### src/rtl/pipe_stage_elastic.sv
// Elastic pipeline register between two stages with a valid/ready handshake.
// SKID=1 builds a 2-entry skid buffer (main reg M, skid reg S) whose in_ready
// comes straight from a flop; SKID=0 builds a single register whose in_ready
// looks through to out_ready. Control bits are forced to zero whenever the
// stage presents a bubble, so a bubble always reads as a NOP downstream.
module pipe_stage_elastic #(
  parameter int CTRL_W   = 8,
  parameter int DATA_W   = 111,
  parameter int SKID     = 1,
  parameter int CLR_DATA = 0
) (
  input  logic              CLK,
  input  logic              rst_n,
  input  logic              CLR,
  input  logic              in_valid,
  output logic              in_ready,
  input  logic [CTRL_W-1:0] in_ctrl,
  input  logic [DATA_W-1:0] in_data,
  output logic              out_valid,
  input  logic              out_ready,
  output logic [CTRL_W-1:0] out_ctrl,
  output logic [DATA_W-1:0] out_data,
  output logic [1:0]        count
);

  localparam logic [1:0] EMPTY = 2'd0;
  localparam logic [1:0] ONE   = 2'd1;
  localparam logic [1:0] FULL  = 2'd2;

  logic              accept;
  logic              send;
  logic [CTRL_W-1:0] mCtrl;
  logic [DATA_W-1:0] mData;

  assign accept   = in_valid & in_ready;
  assign send     = out_valid & out_ready;
  // Gate control with valid so a bubble never carries stale RegWrite/MemWrite.
  assign out_ctrl = out_valid ? mCtrl : '0;
  assign out_data = mData;

  if (SKID != 0) begin : gSkid
    logic [1:0]        state;
    logic [1:0]        nextState;
    logic              inReadyQ;
    logic [CTRL_W-1:0] sCtrl;
    logic [DATA_W-1:0] sData;
    logic              loadMFromIn;
    logic              loadMFromS;
    logic              loadS;

    // Which register captures what on this edge (transfer path only).
    assign loadMFromIn = accept & ((state == EMPTY) | ((state == ONE) & send));
    assign loadS       = accept & (state == ONE) & ~send;
    assign loadMFromS  = send & (state == FULL);

    // Next occupancy from the handshake outcome of this cycle.
    always_comb begin
      // NOTE: default first so every path assigns nextState and no latch is inferred.
      nextState = state;
      case (state)
        EMPTY:   if (accept) nextState = ONE;
        ONE: begin
          if (accept && !send)      nextState = FULL;
          else if (!accept && send) nextState = EMPTY;
        end
        FULL:    if (send) nextState = ONE;
        default: nextState = EMPTY;
      endcase
    end

    // Occupancy, registered ready and control bundles; reset beats flush.
    always_ff @(posedge CLK) begin
      // NOTE: non-blocking assignments here so every flop samples pre-edge values.
      if (!rst_n) begin
        state    <= EMPTY;
        inReadyQ <= 1'b1;
        mCtrl    <= '0;
        sCtrl    <= '0;
      end else if (CLR) begin
        state    <= EMPTY;
        inReadyQ <= 1'b1;
        mCtrl    <= '0;
        sCtrl    <= '0;
      end else begin
        state    <= nextState;
        inReadyQ <= (nextState != FULL);
        if (loadMFromIn)     mCtrl <= in_ctrl;
        else if (loadMFromS) mCtrl <= sCtrl;
        if (loadS)           sCtrl <= in_ctrl;
      end
    end

    // Data bundles: cleared on reset, on flush only when CLR_DATA is set.
    always_ff @(posedge CLK) begin
      // NOTE: these wide registers are reset on purpose so out_data reads zero after reset.
      if (!rst_n) begin
        mData <= '0;
        sData <= '0;
      end else if (CLR) begin
        if (CLR_DATA != 0) begin
          mData <= '0;
          sData <= '0;
        end
      end else begin
        if (loadMFromIn)     mData <= in_data;
        else if (loadMFromS) mData <= sData;
        if (loadS)           sData <= in_data;
      end
    end

    assign in_ready  = inReadyQ;
    assign out_valid = (state != EMPTY);
    assign count     = state;
  end else begin : gPass
    logic validQ;

    // Single entry: valid flag and control, refilled in the same edge as a send.
    always_ff @(posedge CLK) begin
      if (!rst_n) begin
        validQ <= 1'b0;
        mCtrl  <= '0;
      end else if (CLR) begin
        validQ <= 1'b0;
        mCtrl  <= '0;
      end else if (accept) begin
        validQ <= 1'b1;
        mCtrl  <= in_ctrl;
      end else if (send) begin
        validQ <= 1'b0;
      end
    end

    // Single entry data: cleared on reset, on flush only when CLR_DATA is set.
    always_ff @(posedge CLK) begin
      if (!rst_n) begin
        mData <= '0;
      end else if (CLR) begin
        if (CLR_DATA != 0) mData <= '0;
      end else if (accept) begin
        mData <= in_data;
      end
    end

    assign in_ready  = ~validQ | out_ready;
    assign out_valid = validQ;
    assign count     = {1'b0, validQ};
  end

endmodule

### config.mk
export PLATFORM = sky130hd
export DESIGN_NAME = pipe_stage_elastic
export DESIGN_NICKNAME = d
export VERILOG_FILES = /design/src/rtl/pipe_stage_elastic.sv
export SDC_FILE = /design/constraint.sdc
export NUM_CORES = 1
export LEC_CHECK = 0
export ABC_AREA = 1
export CAP_MARGIN = 10
export CORE_ASPECT_RATIO = 0.75
export CORE_MARGIN = 2
export CORE_UTILIZATION = 30
export CTS_BUF_LIST = sky130_fd_sc_hd__clkbuf_4
export DETAILED_ROUTE_END_ITERATION = 8
export SLEW_MARGIN = 30
export SYNTH_ARGS = -nofsm -noshare
export SYNTH_HDL_FRONTEND = slang
export SYNTH_SLANG_ARGS = --single-unit
export TNS_END_PERCENT = 10
### constraint.sdc
create_clock -name CLK -period 1.8 [get_ports CLK]
set_clock_uncertainty 0.2 [all_clocks]
set_input_delay 0.54 -clock CLK [delete_from_list [all_inputs] [get_ports CLK]]
set_output_delay 0.54 -clock CLK [all_outputs]
set_load 0.02 [all_outputs]
# Word level (Yosys, flattened, before mapping)
# Cells that the tools add are included.
word_totals:
  reg_bits: 241
  wordCells: 40
  out_inout_bits: 123
op_classes:
  reduce_logical: 10
  n_bitwise: 11
  muxes: 10
  eq_ne: 3
op_table:
  columns: ["op", "count"]
  rows:
  - ["111-bit two-way mux", 2]
  - ["8-bit two-way mux", 3]
  - ["2-bit two-way mux", 4]
  - ["1-bit bitwise AND", 7]
  - ["2-bit one-hot mux with 3 select lines", 1]
  - ["2-bit AND reduction", 2]
  - ["2-bit nonzero test", 2]
  - ["1-bit inverter", 3]
  - ["2-bit by 1-bit equality test with 1-bit output, second input constant", 1]
  - ["2-bit equality test, second input constant", 1]
  - ["1-bit logical AND", 2]
  - ["1-bit logical NOT", 2]
  - ["2-bit logical NOT", 1]
  - ["2-bit inequality test, second input constant", 1]
  - ["2-bit OR reduction", 1]
  - ["1-bit OR", 1]

# Depth between registers and ports, before layout
depth:
  ltp_word: 7
  ltp_mapped: 11
  ltp_nobuf: 9

# Least setup slack after synthesis
# No wires, ideal clock.
synth_timing:
  kind: "input to register"
  from: "in in_valid"
  to: "reg mData[59], in the netlist out_data[59]"
  path_slack_ns: -0.050
  stages: 10
  arrival_time_ns: 1.538
  setup_time_ns: 0.113
  n_path_buf: 3
  cell_sequence: "nand2_1 nor2_1 nand2_1 buf_2 buf_4 buf_4 nand2_1 nand2_1 nor2_1 nor2_1"
synth_between:
  elab_chain_len: 4
  word_cells_on_any_way: 5
  cone_classes: "1 x mux; 2 x bitwise; 2 x reduce/logical"
synth_rtl:
  columns: ["item", "line_no", "source"]
  rows:
  - ["from (decl)", "15", "input logic in_valid,"]
  - ["1-bit bitwise AND (*)", "35", "assign accept = in_valid & in_ready;"]
  - ["1-bit bitwise AND (*)", "52", "assign loadMFromIn = accept & ((state == EMPTY) | ((state == ONE) & send));"]
  - ["2-bit nonzero test (no line)", null, null]
  - ["2-bit AND reduction (no line)", null, null]
  - ["to (signal assigned)", "105", "if (loadMFromIn) mData <= in_data;"]
  - ["to (signal assigned)", "106", "else if (loadMFromS) mData <= sData;"]
  - ["to (decl)", "33", "logic [DATA_W-1:0] mData;"]
# Mark *: on every way between the ends. The rest lies on a longest branch, timed or not.
# A chain may end at the register's enable or synchronous reset.

# Worst setup path in the final report
layout_timing:
  from: "reg gSkid.state[0], in the netlist count[0]"
  to: "out out_ctrl[1]"
layout_between:
  elab_chain_len: 2
layout_rtl:
  columns: ["item", "line_no", "source"]
  rows:
  - ["from (decl)", "42", "logic [1:0] state;"]
  - ["from (signal assigned)", "85", "state <= nextState;"]
  - ["2-bit nonzero test", "112", "assign out_valid = (state != EMPTY);"]
  - ["8-bit two-way mux", "38", "assign out_ctrl = out_valid ? mCtrl : '0;"]
  - ["to (decl)", "21", "output logic [CTRL_W-1:0] out_ctrl,"]
# Every way passes these cells.

==> qor.yml <==
floorplan:
  die-height_um: 169
  num_rows: 60
  initial_core_util: 0.304
  die_w_um: 224
  core_area_um2: 35700
  die_area_um2: 37700
  pin_count: 247
critical_path:
  crit_fanout: 5
  crit-reg2reg-launch: "count[1]"
  arrival_ns: 1.44
  rrSetupSlack_ns: -0.13
  critPathCapture: "out_ctrl[1]"
  end_kind: "output pin"
  critPathLaunchType: "flip-flop"
  crit_chain: "nor2_4, nor2_1, buf_2"
  slowest_delay_ns: 0.36
  setup.worst_path.start: "count[0]"
  timing.rr.end: "out_data[98]"
  cp.required_ns: 1.06
  reg2regPathDepth: 11
  slowest_stage: "dfxtp_4"
  path_class: "flip-flop to output pin"
synth:
  synth_area_per_cell_um2: 6.43
  synth_nets: 1813
  postSynthCellCount: 1689
  ys_types: 15
  syn_area_um2: 10900
  synth.yosys.seq_area_share: 0.444
  ys_warn_count: 0
  ys_ff_latch: 241
cells_and_area:
  nets: 2100
  drive_gt1_frac: 0.250
  syn_to_final_growth_pct: 49.0
  fin_cells: 2490
  fillerInstances: 3579
place:
  dp.cells: 2334
  dp_slack_ns: -0.675
  place_hpwl_mm: 21.3
  io_buffers: 246
  gp_congestion: 0.787
clocking:
  cts_root_buffer: "clkbuf_4"
  tritoncts: "done"
  clk_pin_slew_ns: 0.06
  clock-sinks: 241
  clk_latency_ns: 0.68
  cts_buffers: 68
  cts.htree.levels: 3
  clockBufferDepth: 3
route:
  wl_per_cell_um: 15.5
  num_vias: 11600
  ant_nets: 0
  drc_errors: 0
  wl_mm: 38.6
  dr.pass1.iters: 5
  via_per_inst: 4.68
  drt_iter0_markers: 1009
run_status:
  status: "finished with violations"
  violations: "negative setup slack"
sta:
  period_needed_ns: 2.18
  fin_tns_setup_ns: -20.90
  relSlewSlack: 0.672
  hold_viol_final: 0
  rsz0062_at_grt: "true"
  fmax_mhz: 460
  maxSlewViolCount: 0
  setup_viol: 302
  setup_ws_ns: -0.376
  tightest_slew_ns: 0.492
  fin_crit_sh: 1.21
power:
  ir_drop_mv: 0.463
  powerDensity_nw_per_um2: 835
  power.leakage_nw: 7.35
grt:
  gr-total-overflow: 0
  grt_pass1_wl_mm: 55.3
  grt.total_usage: 0.180
  grt_max_degree: 73
  grt_antenna_before_repair: 3
  first_global_vias: 10800
worst_hold_path:
  hold_path_class: "flip-flop to flip-flop"
flow_run:
  cap_violations: 0
## kinds of logic after synthesis
group	after synthesis	share of synthesized area
buf+inv	254	0.0994
xor+xnor	1	0.000807
simple gates	1048	0.389
compound gates	145	0.0669
flops	241	0.444
## layout make-up
| cell class | count | area [um^2] | share of cell area |
|---|---|---|---|
| Antenna cell | 2 | 5.00 | 0.000309 |
| Clock buffer | 101 | 758 | 0.0469 |
| Timing Repair Buffer | 341 | 3980 | 0.246 |
| Inverter | 129 | 489 | 0.0303 |
| Sequential cell | 241 | 4980 | 0.308 |
| Tap cell | 465 | 582 | 0.0360 |
| Multi-Input combinational cell | 1195 | 5240 | 0.324 |
| Clock inverter | 16 | 141 | 0.00874 |
## synthesized netlist by cell type
| library cell | count | area share |
|---|---|---|
| nand2_1 | 565 | 0.20 |
| nor2_1 | 260 | 0.090 |
| dfxtp_1 | 241 | 0.44 |
| nand3_1 | 222 | 0.10 |
| inv_1 | 127 | 0.044 |
| a21oi_1 | 120 | 0.055 |
| buf_2 | 61 | 0.028 |
| clkbuf_1 | 49 | 0.017 |
| o21ai_0 | 25 | 0.012 |
| buf_4 | 13 | 0.0090 |
| buf_1 | 2 | 0.00069 |
| clkinv_1 | 1 | 0.00035 |
| inv_2 | 1 | 0.00035 |
| nor3_2 | 1 | 0.00092 |
| xnor2_1 | 1 | 0.00081 |
## per-layer routing
layer  vias to the layer above  track usage  routed length (um)
met5                         -            0                  13
met4                         2       0.0591                 818
met3                        68       0.0462                2770
met2                       410        0.287               16900
met1                      5308        0.238               18100
li1                       5853            -                   -
## worst max-delay path, delay by kind of cell (launching register included)
| kind | cells | cell delay [ns] |
|---|---|---|
| buffers and inverters | 1 | 0.16 |
| DFF | 1 | 0.36 |
| and+or+nand+nor | 2 | 0.24 |
## per-stage QoR
step	util	instance area, um^2	hold slack, ns	power, mW
floorplan	-	10900	0.239	6.83
finish	0.453	16200	0.259	13.5
detailed placement	0.393	14000	0.252	7.85
global placement	0.393	14000	0.247	7.84
CTS	0.427	15300	0.194	13.4
global route	0.453	16200	0.224	14.2
## repair_timing
item / 4_1_cts / 5_1_grt
hold buffers: 1 / 0
gates resized for setup: 848 / 106
pin swaps: 3 / 40
hold endpoints to repair: 2 / 0
setup endpoints to repair: 163 / 355
gates cloned: 1 / 17
setup buffers: 3 / 17
## registers in the layout (all words and copies together) (netlist names)
register,flops
gSkid.sCtrl,8
gSkid.sData,111
mCtrl,8
count,2
out_data,111
in_ready,1
## worst min path at each step
| stage | start | endpoint | slack (ns) | depth (start not counted) |
|---|---|---|---|---|
| 2_1_floorplan | gSkid.sData[110] | gSkid.sData[110] | 0.24 | 2 |
| 3_3_place_gp | gSkid.sData[8] | gSkid.sData[8] | 0.25 | 2 |
| 3_5_place_dp | gSkid.sData[5] | gSkid.sData[5] | 0.25 | 2 |
| 4_1_cts | in_data[59] | gSkid.sData[59] | 0.19 | 3 |
| 5_1_grt | in_data[105] | gSkid.sData[105] | 0.22 | 3 |
| 6_report | gSkid.sData[45] | gSkid.sData[45] | 0.26 | 2 |
## power breakdown
| group | internal (mW) | switching [mW] |
|---|---|---|
| clock | 2.99 | 2.41 |
| sequential | 5.57 | 0.153 |
| combinational | 1.11 | 1.27 |
| total | 9.66 | 3.84 |
## layout by cell type, fill, tap and decap left out, types with 10 or more instances in the layout
cell type	n
nand2_1	543
clkinv_1	10
clkbuf_4	101
nor2_2	24
buf_4	37
buf_6	127
dfxtp_2	108
dfxtp_1	127
nand3_1	221
a21oi_1	113
o21ai_0	18
inv_1	124
clkbuf_16	15
nor2_1	230
buf_12	19
clkdlybuf4s50_1	122
nand2_2	12
Note: power is estimated with default switching activity, not from simulation.
